[src/rtl/store_buffer_pkg.sv]
`default_nettype none
// ============================================================================
// Module      : store_buffer_pkg
// Description : Store/load codes and default depth shared by the store buffer.
// Revision    : 1.0 - initial release
// ============================================================================
package store_buffer_pkg;

    localparam int SB_DEPTH_DEFAULT = 4;

    typedef enum logic [1:0] {
        ST_SW  = 2'b00,
        ST_SH  = 2'b01,
        ST_SB  = 2'b10,
        ST_RSV = 2'b11
    } store_t;

    // Consumed by the downstream load-extension logic, not by the buffer.
    typedef enum logic [2:0] {
        LD_LB  = 3'b000,
        LD_LH  = 3'b001,
        LD_LW  = 3'b010,
        LD_LBU = 3'b100,
        LD_LHU = 3'b101
    } load_t;

    function automatic store_t norm_store(input logic [1:0] code);
        return (code == 2'b11) ? ST_SW : store_t'(code);
    endfunction

endpackage
`default_nettype wire

[src/rtl/sb_fwd_match.sv]
`default_nettype none
// ============================================================================
// Module      : sb_fwd_match
// Description : Youngest-match priority search over the store buffer entries.
// Revision    : 1.0 - initial release
// ============================================================================
module sb_fwd_match
    import store_buffer_pkg::*;
#(
    parameter int DEPTH = SB_DEPTH_DEFAULT,
    parameter int PW    = $clog2(DEPTH),
    parameter int CW    = $clog2(DEPTH) + 1
) (
    input  logic [PW-1:0]             i_rd_ptr,
    input  logic [CW-1:0]             i_count,
    input  logic [29:0]               i_ld_word,
    input  logic [DEPTH-1:0][29:0]    i_entry_word,
    input  store_t [DEPTH-1:0]        i_entry_type,
    output logic                      o_hit,
    output logic [PW-1:0]             o_hit_idx,
    output store_t                    o_hit_type
);

    // Walk from oldest to youngest; a later match overwrites an earlier one.
    always_comb begin
        o_hit      = 1'b0;
        o_hit_idx  = '0;
        o_hit_type = ST_SW;
        for (int k = 0; k < DEPTH; k++) begin
            if ((CW'(k) < i_count) &&
                (i_entry_word[i_rd_ptr + PW'(k)] == i_ld_word)) begin
                o_hit      = 1'b1;
                o_hit_idx  = i_rd_ptr + PW'(k);
                o_hit_type = i_entry_type[i_rd_ptr + PW'(k)];
            end
        end
    end

endmodule
`default_nettype wire

[src/rtl/store_buffer.sv]
`default_nettype none
// ============================================================================
// Module      : store_buffer
// Description : Posted-write FIFO in front of the data memory with load forwarding.
// Revision    : 1.0 - initial release
// ============================================================================
module store_buffer
    import store_buffer_pkg::*;
#(
    parameter int DEPTH = SB_DEPTH_DEFAULT
) (
    input  logic                       clk,
    input  logic                       rst_n,
    input  logic                       st_valid,
    input  logic [31:0]                st_addr,
    input  logic [31:0]                st_data,
    input  logic [1:0]                 st_type,
    output logic                       st_ready,
    input  logic                       drain_en,
    output logic                       mem_we,
    output logic [31:0]                mem_WA,
    output logic [31:0]                mem_WD,
    output logic [1:0]                 store,
    input  logic                       ld_valid,
    input  logic [31:0]                ld_addr,
    output logic                       ld_hit,
    output logic [31:0]                ld_fwd_data,
    output logic                       ld_stall,
    output logic [$clog2(DEPTH):0]     count,
    output logic                       empty,
    output logic                       full
);

    localparam int PW = $clog2(DEPTH);
    localparam int CW = $clog2(DEPTH) + 1;

    logic [PW-1:0]          r_rd_ptr;
    logic [PW-1:0]          r_wr_ptr;
    logic [CW-1:0]          r_count;
    logic [DEPTH-1:0][31:0] r_addr;
    logic [DEPTH-1:0][31:0] r_data;
    store_t [DEPTH-1:0]     r_type;

    logic                   w_empty;
    logic                   w_full;
    logic                   w_enq;
    logic                   w_deq;
    logic [DEPTH-1:0][29:0] w_word;
    logic                   w_hit;
    logic [PW-1:0]          w_hit_idx;
    store_t                 w_hit_type;
    logic                   w_fwd_ok;

    assign w_empty = (r_count == '0);
    assign w_full  = (r_count == CW'(DEPTH));
    assign w_enq   = st_valid && !w_full;
    assign w_deq   = !w_empty && drain_en;

    always_ff @(posedge clk or negedge rst_n) begin
        if (!rst_n) begin
            r_rd_ptr <= '0;
            r_wr_ptr <= '0;
            r_count  <= '0;
        end else begin
            if (w_enq) begin
                r_wr_ptr <= r_wr_ptr + 1'b1;
            end
            if (w_deq) begin
                r_rd_ptr <= r_rd_ptr + 1'b1;
            end
            case ({w_enq, w_deq})
                2'b10:   r_count <= r_count + 1'b1;
                2'b01:   r_count <= r_count - 1'b1;
                default: r_count <= r_count;
            endcase
        end
    end

    // Entry payload is qualified by the pointers, so it carries no reset.
    always_ff @(posedge clk) begin
        if (w_enq) begin
            r_addr[r_wr_ptr] <= st_addr;
            r_data[r_wr_ptr] <= st_data;
            r_type[r_wr_ptr] <= norm_store(st_type);
        end
    end

    generate
        for (genvar g = 0; g < DEPTH; g++) begin : g_word
            assign w_word[g] = r_addr[g][31:2];
        end
    endgenerate

    sb_fwd_match #(
        .DEPTH (DEPTH),
        .PW    (PW),
        .CW    (CW)
    ) u_fwd_match (
        .i_rd_ptr     (r_rd_ptr),
        .i_count      (r_count),
        .i_ld_word    (ld_addr[31:2]),
        .i_entry_word (w_word),
        .i_entry_type (r_type),
        .o_hit        (w_hit),
        .o_hit_idx    (w_hit_idx),
        .o_hit_type   (w_hit_type)
    );

    // Only a full-word store can satisfy an aligned load; anything else waits.
    assign w_fwd_ok    = ld_valid && w_hit && (w_hit_type == ST_SW) && (ld_addr[1:0] == 2'b00);
    assign ld_hit      = w_fwd_ok;
    assign ld_stall    = ld_valid && w_hit && !w_fwd_ok;
    assign ld_fwd_data = w_fwd_ok ? r_data[w_hit_idx] : '0;

    assign st_ready = !w_full;
    assign mem_we   = w_deq;
    assign mem_WA   = r_addr[r_rd_ptr];
    assign mem_WD   = r_data[r_rd_ptr];
    assign store    = r_type[r_rd_ptr];
    assign count    = r_count;
    assign empty    = w_empty;
    assign full     = w_full;

endmodule
`default_nettype wire

[config.mk]
export PLATFORM = sky130hd
export DESIGN_NAME = store_buffer
export DESIGN_NICKNAME = d
export VERILOG_FILES = /design/src/rtl/store_buffer_pkg.sv /design/src/rtl/sb_fwd_match.sv /design/src/rtl/store_buffer.sv
export SDC_FILE = /design/constraint.sdc
export NUM_CORES = 1
export LEC_CHECK = 0
export CORE_MARGIN = 5
export CORE_UTILIZATION = 61
export DETAILED_ROUTE_END_ITERATION = 10
export HOLD_SLACK_MARGIN = 0.06
export PLACE_DENSITY_LB_ADDON = 0.05
export SLEW_MARGIN = 0
export SYNTH_ARGS = -nofsm -noshare
export SYNTH_HDL_FRONTEND = slang
export SYNTH_SLANG_ARGS = --single-unit
[constraint.sdc]
create_clock -name clk -period 12.09 [get_ports clk]
set_clock_uncertainty 0.15 [all_clocks]
set_input_delay 2.418 -clock clk [delete_from_list [all_inputs] [get_ports clk]]
set_output_delay 2.418 -clock clk [all_outputs]
set_load 0.01 [all_outputs]
### Yosys cells after proc, flatten, opt, wreduce, memory -nomap -nowiden

Index checks and enable logic that the tools add are counted.

* register bits after elaboration: 271
* input bits: 103
* output and inout port bits: 107
* word-level logic and storage cells: 102

* $add $sub $neg: 6
* $lt $le $gt $ge: 11
* eq/ne operators: 8
* muxes and demuxes: 44
* reductions and logical operators: 18

Operator list (count)
* bitwise mux 128 bit: 2
* binary-select mux 30 bit (select 2 bit): 4
* binary-select mux 32 bit (select 2 bit): 3
* 2-to-1 mux 32 bit: 5
* == test 30 bit: 4
* 2-to-1 mux 30 bit: 4
* demux 32 bit (select 2 bit): 1
* 2-to-1 mux 2 bit: 14
* less-than comparator 2 x 3 -> 1 bit (second input constant): 6
* binary-select mux 2 bit (select 2 bit): 4
* logical AND 1 bit: 11
* bitwise mux 8 bit: 1
* less-than comparator 1 x 3 -> 1 bit (first input constant): 2
* less-than comparator 2 x 3 -> 1 bit (first input constant): 2
* case mux 3 bit (2 select lines): 1
* adder 2 x 1 -> 2 bit (second input constant): 2
* adder 2 bit (second input constant): 2
* demux 2 bit (select 2 bit): 1
* == test 2 bit (second input constant): 2
* logical NOT 2 bit: 2
* 2-to-1 mux 1 bit: 4
* adder 3 x 1 -> 3 bit (second input constant): 1
* == test 3 bit (second input constant): 1
* logical NOT 1 bit: 3
* other kinds (5): 5

### Logic depth before layout (Yosys ltp)

* depth after elaboration: 13
* gate-level depth with buffers: 17
* depth with buffers taken out: 10

### By module

A second synthesis with hierarchy kept.

* cell total of the unflattened synthesis: 991
* area total of the unflattened synthesis: 15821.4 µm²

By module, submodules not included
* store_buffer: instances 1, cells each 464, area an instance 10990.5 µm², seq. area each 8102.8 µm²
* sb_fwd_match: instances 1, cells each 527, area an instance 4830.9 µm², seq. area each 0.0 µm²

### Worst setup path after synthesis

OpenSTA, ideal clock, no wires.

* kind: input port to output port
* start: input port ld_addr[13]
* end: output port ld_fwd_data[10]
* data arrival time: 5.394 ns
* data required time: 9.522 ns
* setup slack: 4.128 ns
* stages on the path: 12
* path buffers: 2
* cell sequence: clkbuf_1 > inv_1 > a222oi_1 > o2111a_1 > nand4_1 > or4_1 > or4_1 > o2111ai_1 > o221ai_2 > clkbuf_1 > or3b_1 > a31oi_1

* word-level cells in the longest chain between the ends: 10
* elaborated cells on any way between the ends: 27
* classes of those cells: 4 x eq/ne; 15 x mux; 8 x reduce/logical

RTL lines
* start, declared: RTL line store_buffer.sv:25 `input logic [31:0] ld_addr,`
* parallel branches: the longest is 9 deep, another holds binary-select mux 32 bit (select 2 bit)
* 2-to-1 mux 32 bit *: RTL line store_buffer.sv:113 `assign ld_fwd_data = w_fwd_ok ? r_data[w_hit_idx] : '0;`
* end, declared: RTL line store_buffer.sv:27 `output logic [31:0] ld_fwd_data,`

Mark *: on every way between the ends. The select of a mux whose other input is x is not followed.

### Final worst setup path

* start: input port ld_addr[9]
* end: output port ld_fwd_data[15]

Same word-level chain as after synthesis.

==> flow_summary.toml <==
[status]
status = "finished, final reports clean"

[power_and_ir_drop]
peakVddDrop_mv = 0.267
powerDensity_nw_per_um2 = 234
leakage_nw = 6.47

[critical_path]
cp_max_fo = 65
end_kind = "output port"
startpoint = "ld_addr[9]"
worst-r2r-setup-slack_ns = 9.24
worst_ep_arrival_time_ns = 8.01
required_ns = 9.52
r2r-end = "r_addr[28]$_DFFE_PP_"
r2r-start = "count[1]$_DFFE_PN0P_"
worstRegToRegCells = 5
crit_type = "in -> out"
worst_setup_path_start_kind = "input pin"

[route]
postRouteAntennaNets = 0
first_pass_iters = 7
drt_wl_total_um = 45400
wire_per_inst_um = 26.7
num_vias = 11500
drc_errors = 0
viasPerCell = 6.76
first_iter_violations = 1460

[global_routing]
grt_overflow = 0
antenna_found_initial = 2
gr-usage-met3_pct = 4.60
grt_max_degree = 97
busiest_layer = "met2"
use_met2_pct = 48.3
grtUsageTotal_pct = 30.2
met1_usage_pct = 45.4
grt_first_pass_wirelength_um = 68100
first_global_vias = 11300

[yosys]
ys_warn_count = 0
postSynthCellCount = 1186
syn_area_um2 = 16100
synthArstFlopShare_pct = 2.58
synth_nets = 1297
synth_flop_cell = "edfxtp_1"
synth-edff-count = 264
netlist-cell-type-count = 68
avgSynthCellArea_um2 = 13.6
ys_seq_area_share_pct = 50.4
ys_seq_elements = 271

[clock_network]
cts_sinks = 271
numCtsBuffers = 29
clk_latency_ns = 0.57
htreeDepth = 1
ctsResizeCount = 0
cts_tree = "yes"
cts_setup_buffers = 0
clk_path_buf_depth = 3
root_buffer = "clkbuf_16"
path_clk_slew_ns = 0.06
cts_hold_buf = 0

[placed_design]
routabilityCongestion = 0.996
dpl-instance-area_um2 = 18300
portBuffers = 209
dp_cells = 1650
hpwl_um = 31500
place_ws_ns = 1.64

[floorplan]
start_util_pct = 61.8
std_cell_rows = 59
die_area_um2 = 29700
io_pins = 210
die_width_um = 172
die_y_um = 172
core_um2 = 26000

[final_layout]
layout-drive-gt1-share_pct = 13.5
area_growth_pct = 19.4
final_cell_mix = "edfxtp_1 (264), clkdlybuf4s50_1 (209), mux2i_1 (128)"
fin_nets = 1457
final_cell_count_no_fill = 1704
fin_area_um2 = 19200
fill_cells = 1723
utilization_pct = 73.9
mostFrequentLayoutCell = "edfxtp_1"

[worst_hold_path]
hp-start = "r_wr_ptr[0]$_DFFE_PN0P_"
hold_class = "reg -> reg"
holdPathStages = 2
hold-path-endpoint = "r_wr_ptr[0]$_DFFE_PN0P_"

[sta]
period_needed_ns = 10.58
tightest_slew_ns = 1.09
rsz0062_at_grt = "false"
final_max_slew_viol_count = 0
fin_crit_sh_pct = 87.5
hold_viol = 0
max_freq_ghz = 0.0945
fin_ws_ns = 1.51
setup_tns_ns = 0
maxSlewHeadroom_pct = 27.0
setup_viol = 0

[run]
drv_cap = 0
## final cells by class
| class | instances | area (µm²) | area share (%) |
|---|---|---|---|
| Antenna cell | 1 | 2.50 | 0.0130 |
| Tap cell | 335 | 419 | 2.18 |
| Clock buffer | 32 | 737 | 3.84 |
| Sequential cell | 271 | 8110 | 42.3 |
| Inverter | 51 | 191 | 0.998 |
| Timing Repair Buffer | 224 | 2240 | 11.7 |
| Clock inverter | 21 | 188 | 0.978 |
| Multi-Input combinational cell | 769 | 7300 | 38.0 |
## worst max path at each step
stage                       to  slack [ns]  cells after the start
2_1_floorplan  ld_fwd_data[10]        4.13                     12
3_3_place_gp   ld_fwd_data[19]        1.86                     13
3_5_place_dp   ld_fwd_data[16]        1.64                     13
5_1_grt        ld_fwd_data[15]        1.33                     13
4_1_cts        ld_fwd_data[15]        1.62                     13
6_report       ld_fwd_data[15]        1.51                     13
## critical path, cell delays in order
cell and delay, ns:
clkdlybuf4s50_1 0.68, a222oi_1 0.66, o2111a_1 0.24, nand4_1 0.10
or4_1 0.51, or4_1 0.57, a21o_1 0.18, buf_4 0.30
nand2_2 0.74, buf_4 0.35, or3b_1 0.36, a31oi_1 0.21
clkdlybuf4s50_1 0.60
## cells in the mapped netlist, drive strengths merged, types with 6 or more instances
| master | n | area share (%) |
|---|---|---|
| buf | 56 | 2.2 |
| a31oi | 34 | 1.3 |
| dfrtp | 7 | 1.1 |
| or4 | 7 | 0.33 |
| xnor2 | 86 | 4.7 |
| clkbuf | 39 | 0.92 |
| nand3 | 40 | 1.2 |
| and3 | 69 | 2.7 |
| ha | 8 | 0.62 |
| and2 | 8 | 0.31 |
| o2bb2ai | 8 | 0.44 |
| nand2 | 30 | 0.72 |
| nor3 | 10 | 0.34 |
| nand4 | 24 | 0.93 |
| a21oi | 14 | 0.44 |
| inv | 51 | 1.2 |
| mux2i | 128 | 8.0 |
| or3b | 32 | 1.7 |
| nor4 | 9 | 0.39 |
| xor2 | 20 | 1.1 |
| o22ai | 9 | 0.35 |
| mux4 | 95 | 13 |
| nor2b | 11 | 0.43 |
| edfxtp | 264 | 49 |
| o21ai | 18 | 0.56 |
| nor2 | 28 | 0.65 |
| o221ai | 6 | 0.37 |
| mux2 | 15 | 1.1 |
## state kept, by name (all words and copies together) (netlist names)
name	flops
r_addr	128
r_data	128
r_rd_ptr	2
r_wr_ptr	2
count	3
r_type	8
## cell families (layout without fill, tap and decap cells)
family / Yosys count / in the layout / synth area share (%)
AO/OA/AOI/OAI: 136 / 136 / 6.08
multiplexers: 238 / 238 / 22.3
XOR/XNOR: 106 / 106 / 5.78
flip-flops: 271 / 271 / 50.4
AND/OR/NAND/NOR: 281 / 281 / 10.4
other: 0 / 1 / 0
adder cells (fa/ha/maj): 8 / 8 / 0.623
buffers and inverters: 146 / 328 / 4.35
## report_power, final
group          internal, mW  leakage (nW)  switching [mW]
Combinational          1.05          3.52            1.16
Sequential             1.25          2.50           0.162
Clock                 0.501         0.449           0.364
Total                  2.80          6.47            1.69
## routing by layer
metal,share of wire [%],up-vias
li1,-,5010
met4,1.7,4
met1,41,5766
met5,0.059,-
met2,47,662
met3,10,70
## stage by stage
step | hold WS, ns | power (mW)
2_1_floorplan | 0.430 | 2.82
3_3_place_gp | 0.448 | 3.59
6_report | 0.488 | 4.49
5_1_grt | 0.530 | 4.69
4_1_cts | 0.488 | 4.48
3_5_place_dp | 0.479 | 3.61
Note: power is estimated with default switching activity, not from simulation.
